## src/rtl/vga_timing_gen.sv

```systemverilog
`default_nettype none
// ============================================================================
// Module   : vga_timing_gen
// Purpose  : VGA pixel/line counters with sync, blanking and start pulses.
//            Define VGA_SYNC_DELAY_EN to register hsync/vsync one extra clock.
// Revision : 1.0
// ============================================================================
module vga_timing_gen #(
  parameter int H_VIDEO = 640,
  parameter int H_FP    = 16,
  parameter int H_SYNC  = 96,
  parameter int H_BP    = 48,
  parameter int V_VIDEO = 480,
  parameter int V_FP    = 10,
  parameter int V_SYNC  = 2,
  parameter int V_BP    = 33
) (
  input  logic       clk_0,
  input  logic       rst,
  output logic [9:0] pixel_x,
  output logic [9:0] pixel_y,
  output logic       video_on,
  output logic       hsync,
  output logic       vsync,
  output logic       line_start,
  output logic       frame_start
);

  localparam int H_TOTAL = H_VIDEO + H_FP + H_SYNC + H_BP;
  localparam int V_TOTAL = V_VIDEO + V_FP + V_SYNC + V_BP;

  localparam logic [9:0] C_H_MAX      = 10'(H_TOTAL - 1);
  localparam logic [9:0] C_V_MAX      = 10'(V_TOTAL - 1);
  localparam logic [9:0] C_H_VIDEO    = 10'(H_VIDEO);
  localparam logic [9:0] C_V_VIDEO    = 10'(V_VIDEO);
  localparam logic [9:0] C_HS_START   = 10'(H_VIDEO + H_FP);
  localparam logic [9:0] C_HS_END     = 10'(H_VIDEO + H_FP + H_SYNC);
  localparam logic [9:0] C_VS_START   = 10'(V_VIDEO + V_FP);
  localparam logic [9:0] C_VS_END     = 10'(V_VIDEO + V_FP + V_SYNC);

  logic [9:0] h_q, h_d;
  logic [9:0] v_q, v_d;
  logic       h_wrap;
  logic       hsync_raw;
  logic       vsync_raw;

  always_comb begin
    h_wrap = (h_q == C_H_MAX);
    h_d    = h_wrap ? 10'd0 : h_q + 10'd1;
    v_d    = v_q;
    if (h_wrap) begin
      v_d = (v_q == C_V_MAX) ? 10'd0 : v_q + 10'd1;
    end
  end

  always_ff @(posedge clk_0) begin
    if (rst) begin
      h_q <= 10'd0;
      v_q <= 10'd0;
    end else begin
      h_q <= h_d;
      v_q <= v_d;
    end
  end

  // Sync windows are half-open: [START, END).
  always_comb begin
    hsync_raw = !((h_q >= C_HS_START) && (h_q < C_HS_END));
    vsync_raw = !((v_q >= C_VS_START) && (v_q < C_VS_END));
  end

  assign pixel_x     = h_q;
  assign pixel_y     = v_q;
  assign video_on    = (h_q < C_H_VIDEO) && (v_q < C_V_VIDEO);
  assign line_start  = (h_q == 10'd0);
  assign frame_start = (h_q == 10'd0) && (v_q == 10'd0);

`ifdef VGA_SYNC_DELAY_EN
  logic hsync_q;
  logic vsync_q;

  // Extra stage lines sync up with RGB registered one clock after the counters.
  always_ff @(posedge clk_0) begin
    if (rst) begin
      hsync_q <= 1'b1;
      vsync_q <= 1'b1;
    end else begin
      hsync_q <= hsync_raw;
      vsync_q <= vsync_raw;
    end
  end

  assign hsync = hsync_q;
  assign vsync = vsync_q;
`else
  assign hsync = hsync_raw;
  assign vsync = vsync_raw;
`endif

endmodule
`default_nettype wire

```

## config.mk

```make
export PLATFORM = sky130hd
export DESIGN_NAME = vga_timing_gen
export DESIGN_NICKNAME = d
export VERILOG_FILES = /design/src/rtl/vga_timing_gen.sv
export SDC_FILE = /design/constraint.sdc
export NUM_CORES = 1
export LEC_CHECK = 0
export CAP_MARGIN = 20
export CORE_ASPECT_RATIO = 1.5
export CORE_MARGIN = 5
export CORE_UTILIZATION = 42
export DETAILED_ROUTE_END_ITERATION = 10
export GPL_ROUTABILITY_DRIVEN = 0
export PLACE_DENSITY = 0.73
export SLEW_MARGIN = 20
export SYNTH_ARGS = -nofsm -noshare
export SYNTH_HDL_FRONTEND = slang
export SYNTH_SLANG_ARGS = --single-unit
export TNS_END_PERCENT = 5
```

## constraint.sdc

```tcl
create_clock -name clk_0 -period 1.9 [get_ports clk_0]
set_input_delay 0.285 -clock clk_0 [delete_from_list [all_inputs] [get_ports clk_0]]
set_output_delay 0.285 -clock clk_0 [all_outputs]
set_load 0.02 [all_outputs]
```

Yosys cells after proc, flatten, opt, wreduce, memory -nomap -nowiden
Index checks and enable logic that the tools add are counted.
{"block": "op_classes", "n_reduce_logical": 9, "n_eq_ne": 2, "magnitude_cmp": 6, "addsub": 2, "muxes": 1}
{"op": "$add A10 B1 Y10 const B", "count": 2}
{"op": "$eq A10 B10 Y1 const B", "count": 2}
{"op": "$logic_not A10 Y1", "count": 2}
{"op": "$lt A10 B10 Y1 const B", "count": 2}
{"op": "$lt A10 B9 Y1 const B", "count": 2}
{"op": "$ge A10 B10 Y1 const B", "count": 1}
{"op": "$ge A10 B9 Y1 const B", "count": 1}
{"op": "$mux W10", "count": 1}
{"op": "$logic_and A1 B1 Y1", "count": 4}
{"op": "$logic_not A1 Y1", "count": 2}
{"op": "$reduce_or A2 Y1", "count": 1}
{"block": "word_totals", "out_inout_bits": 25, "register_bits": 20}

Logic depth before layout (Yosys ltp)
{"block": "depth", "depth_word": 3, "depth_mapped": 6, "depth_no_buf": 6}

Worst setup path after synthesis
OpenSTA, ideal clock, no wires.
{"block": "synth_path", "path_kind": "register to output", "start": "reg h_q[7], in the netlist pixel_x[7]", "end": "out frame_start", "arrival_time_ns": 2.110, "stages_incl_launch_ff": 4, "slack_ns": -0.495, "path_buffers": 0, "cell_sequence": "dfxtp_1 -> or4_1 -> nor4_1 -> and4_1"}
{"block": "synth_via", "elab_chain_len": 2}
{"item": "from (decl)", "line": "41", "text": "logic [9:0] h_q, h_d;"}
{"item": "from (signal assigned)", "line": "58", "text": "h_q <= 10'd0;"}
{"item": "from (signal assigned)", "line": "61", "text": "h_q <= h_d;"}
{"item": "$logic_not A10 Y1"}
{"item": "named net line_start", "line": "25", "text": "output logic line_start,"}
{"item": "$logic_and A1 B1 Y1", "line": "76", "text": "assign frame_start = (h_q == 10'd0) && (v_q == 10'd0);"}
{"item": "to (decl)", "line": "26", "text": "output logic frame_start"}
The timed path passes the listed nets, and every way through them passes these cells.

Final worst setup path
{"block": "layout_path", "start": "reg h_q[6], in the netlist pixel_x[6]", "end": "out frame_start"}
{"block": "layout_via", "elab_chain_len": 2}
{"item": "$logic_not A10 Y1", "line": "76"}
{"item": "$logic_and A1 B1 Y1", "line": "76"}
No other way between the ends.

==> flow_summary_export.csv <==
group,metric,value,unit
worst_setup_path,critPathKind,"register to output port",
synth,synth_top_area_share,38.79,%
floorplan,die_x,50.48,um
timing,hold_violations,0,
worst_hold_path,min-delay-path-class,"register to register",
routing,drt-vias-per-instance,5.544,
pwr,peakVddDrop,0.3540,mV
routing,drtAntennaViolNets,0,
cts,cts_tree,"yes",
timing,layout_setup_ws,-0.1297,ns
timing,timing.hold.ws,0.5328,ns
job,max-cap-violations,0,
pwr,finalPower,0.7779,mW
floorplan,core-area,2395,sq um
timing,min_period_over_period,106.8,%
global_route,grt_pass1_wl,4961,um
synth,synth_top_family_by_area,"simple AND/OR/NAND/NOR gates",
synth,syn_area,1032,sq um
synth,synth_seq_cells,20,
cts,cts.htree.levels,1,
floorplan,ios,27,
floorplan,dieArea,3570,sq um
timing,rsz0062_at_grt,"yes",
worst_setup_path,rr_worst_depth,5,
synth,synthMuxAreaShare,0.9697,%
synth,yosys.area_share.simple,33.45,%
worst_setup_path,cp-end-kind,"output port",
floorplan,rows,22,
worst_setup_path,slowest_delay,0.54,ns
worst_setup_path,r2r_slack,-0.07,ns
worst_setup_path,reg2reg_to,"pixel_y[8]$_SDFFE_PP0N_",
worst_setup_path,reg2reg_from,"pixel_x[6]$_SDFF_PP0_",
routing,drc,0,
worst_setup_path,arrival,1.74,ns
floorplan,initial_core_util,43.10,%
synth,synth_cells,123,
routing,dr.pass1.iters,5,
synth,yosys_warnings,0,
synth,yosysMostFrequentCell,"dfxtp_1",
timing,setup_violations,5,
synth,synth_flop_cell,"dfxtp_1",
routing,vias,1131,
global_route,grt_max_degree,12,
cts,clk_latency,0.30,ns
global_route,grt_pass1_vias,1113,
timing,relSlewSlack,75.17,%
place,pre_cts_ws,-0.3070,ns
global_route,grt_use_total,17.41,%
status,status,"finished, violations left",
timing,worst_pin_slew,0.3691,ns
finish,fin_nets,188,
pwr,power_leakage,0.6126,nW
worst_setup_path,crit_chain,"or4_4, nor4_4, and4_2, buf_4",
worst_hold_path,min_from,"pixel_y[1]$_SDFFE_PP0N_",
synth,ys_types,29,
pwr,powerDensity,475.3,nW/um^2
routing,wl_per_cell,15.08,um
finish,diodes,0,
place,portBuffers,26,
finish,fin_util,68.34,%
synth,synth_fa_ha_area_share,6.061,%
cts,hold_buffers,0,
timing,skew,0.007265,ns
cts,clkTransAtPathRegs,0.12,ns
worst_setup_path,cp-start-kind,"register",
worst_setup_path,crit_slowest_cell,"or4_4",
cts,cts-root-buf,"clkbuf_4",
synth,synth-async-reset-ratio,0,%
global_route,grt-ovfl-total,0,
place,dpl_cell_area,1575,sq um
routing,drt-total-wl,3076,um
finish,stdcell_count,204,
floorplan,die_h,70.72,um
status,violations,"negative setup slack",
finish,drive_above_1_share,32.78,%
timing,min_period,2.030,ns
worst_hold_path,holdPathEnd,"pixel_y[1]$_SDFFE_PP0N_",
timing,finalSetupTns,-0.3311,ns
synth,synth_compound_area_share,7.152,%
worst_setup_path,cp_data_required_time,1.62,ns
cts,clock_sinks,20,
timing,drv_slew,0,
global_route,antenna_found_initial,0,
worst_setup_path,crit_fanout,2,
cts,clockBufferDepth,2,
routing,drtIter0Drc,29,
synth,yosysTopAreaCell,"dfxtp_1",
synth,synth_nets,130,
finish,syn_to_final_growth,58.55,%
timing,max_freq,492.7,MHz
finish,fin_area,1637,sq um
synth,ys_seq_area_share,38.79,%
synth,synth_common_cells,"dfxtp_1, nor2_1, inv_1, nand2_1, nand3_1",
synth,syn_avg_cell_area,8.392,sq um
synth,synth-edff-count,0,
cts,cts_buffers,3,
place,dpl.cell_count,200,
synth,synth.area.top_cells,"dfxtp_1, nor2_1, ha_1, xnor2_1, xor2_1",
worst_hold_path,hold_depth,2,
place,hpwlAfterDp,2351,um
synth,synthXorXnorAreaFrac,10.18,%
## state kept, by name, indices dropped and copies added, names as in the netlist
register	cells
pixel_x	10
pixel_y	10
## layout make-up
type	count	area, sq um
Fill cell	209	758.2
Multi-Input combinational cell	94	659.4
Timing Repair Buffer	54	461.7
Sequential cell	20	419.2
Clock buffer	4	36.28
Inverter	8	30.03
Tap cell	24	30.03
## where the power goes
part	internal [mW]	total [mW]	switching, mW
registers	0.423	0.427	0.00367
clock network	0.117	0.249	0.133
logic	0.0520	0.102	0.0498
total	0.592	0.778	0.186
## how the worst max path moves through the flow
stage,endpoint,slack (ns),start
finish,frame_start,-0.13,pixel_x[6]$_SDFF_PP0_
global placement,frame_start,-0.26,pixel_x[6]$_SDFF_PP0_
CTS,line_start,-0.15,pixel_x[6]$_SDFF_PP0_
detailed placement,frame_start,-0.31,pixel_x[6]$_SDFF_PP0_
global route,frame_start,-0.19,pixel_x[6]$_SDFF_PP0_
floorplan,pixel_y[6]$_SDFFE_PP0N_,-0.06,pixel_x[5]$_SDFF_PP0_
## placed cells by master, fill, tap and decap left out, types with 2 or more instances in the layout
cell	n
buf_4	28
clkdlybuf4s50_1	21
nor2_1	16
dfxtp_1	11
inv_1	8
nand2_1	8
nand3_1	8
nor3_1	6
xnor2_1	6
xor2_1	6
dfxtp_2	6
nand4_1	4
a21oi_1	4
ha_1	4
or4_4	3
nor4_1	3
clkbuf_4	3
dfxtp_4	3
and3_2	2
or4_1	2
or3_4	2
and3_1	2
o31ai_1	2
buf_6	2
## per-layer routing
layer | share of wire, % | up-vias | GRT usage (%)
li1 | - | 555 | -
met1 | 39 | 533 | 19.15
met2 | 55 | 39 | 32.60
met3 | 5.4 | 4 | 2.947
met4 | 1.0 | 0 | 5.114
met5 | 0 | - | 0
## repair_timing
| item | in CTS | in global routing |
|---|---|---|
| setup endpoints to repair | 7 | 13 |
| gates resized for setup | 19 | 9 |
| pin swaps | 1 | 1 |
| setup buffers | 0 | 0 |
| cloned | 0 | 0 |
## critical path, delay by kind of cell, from the launching register on
family | cells | cell delay (ns)
flip-flops | 1 | 0.34
buffers and inverters | 1 | 0.14
AND/OR/NAND/NOR | 3 | 0.97
## logic make-up (layout without fill, tap and decap cells)
group | after synthesis | count (layout)
and+or+nand+nor | 64 | 64
xor gates and xnor gates | 12 | 12
AOI/OAI and AO/OA | 12 | 12
muxes | 1 | 1
DFF | 20 | 20
adders and majority gates | 5 | 5
buffers and inverters | 9 | 66
No activity file was read; power rests on OpenSTA's default activity.
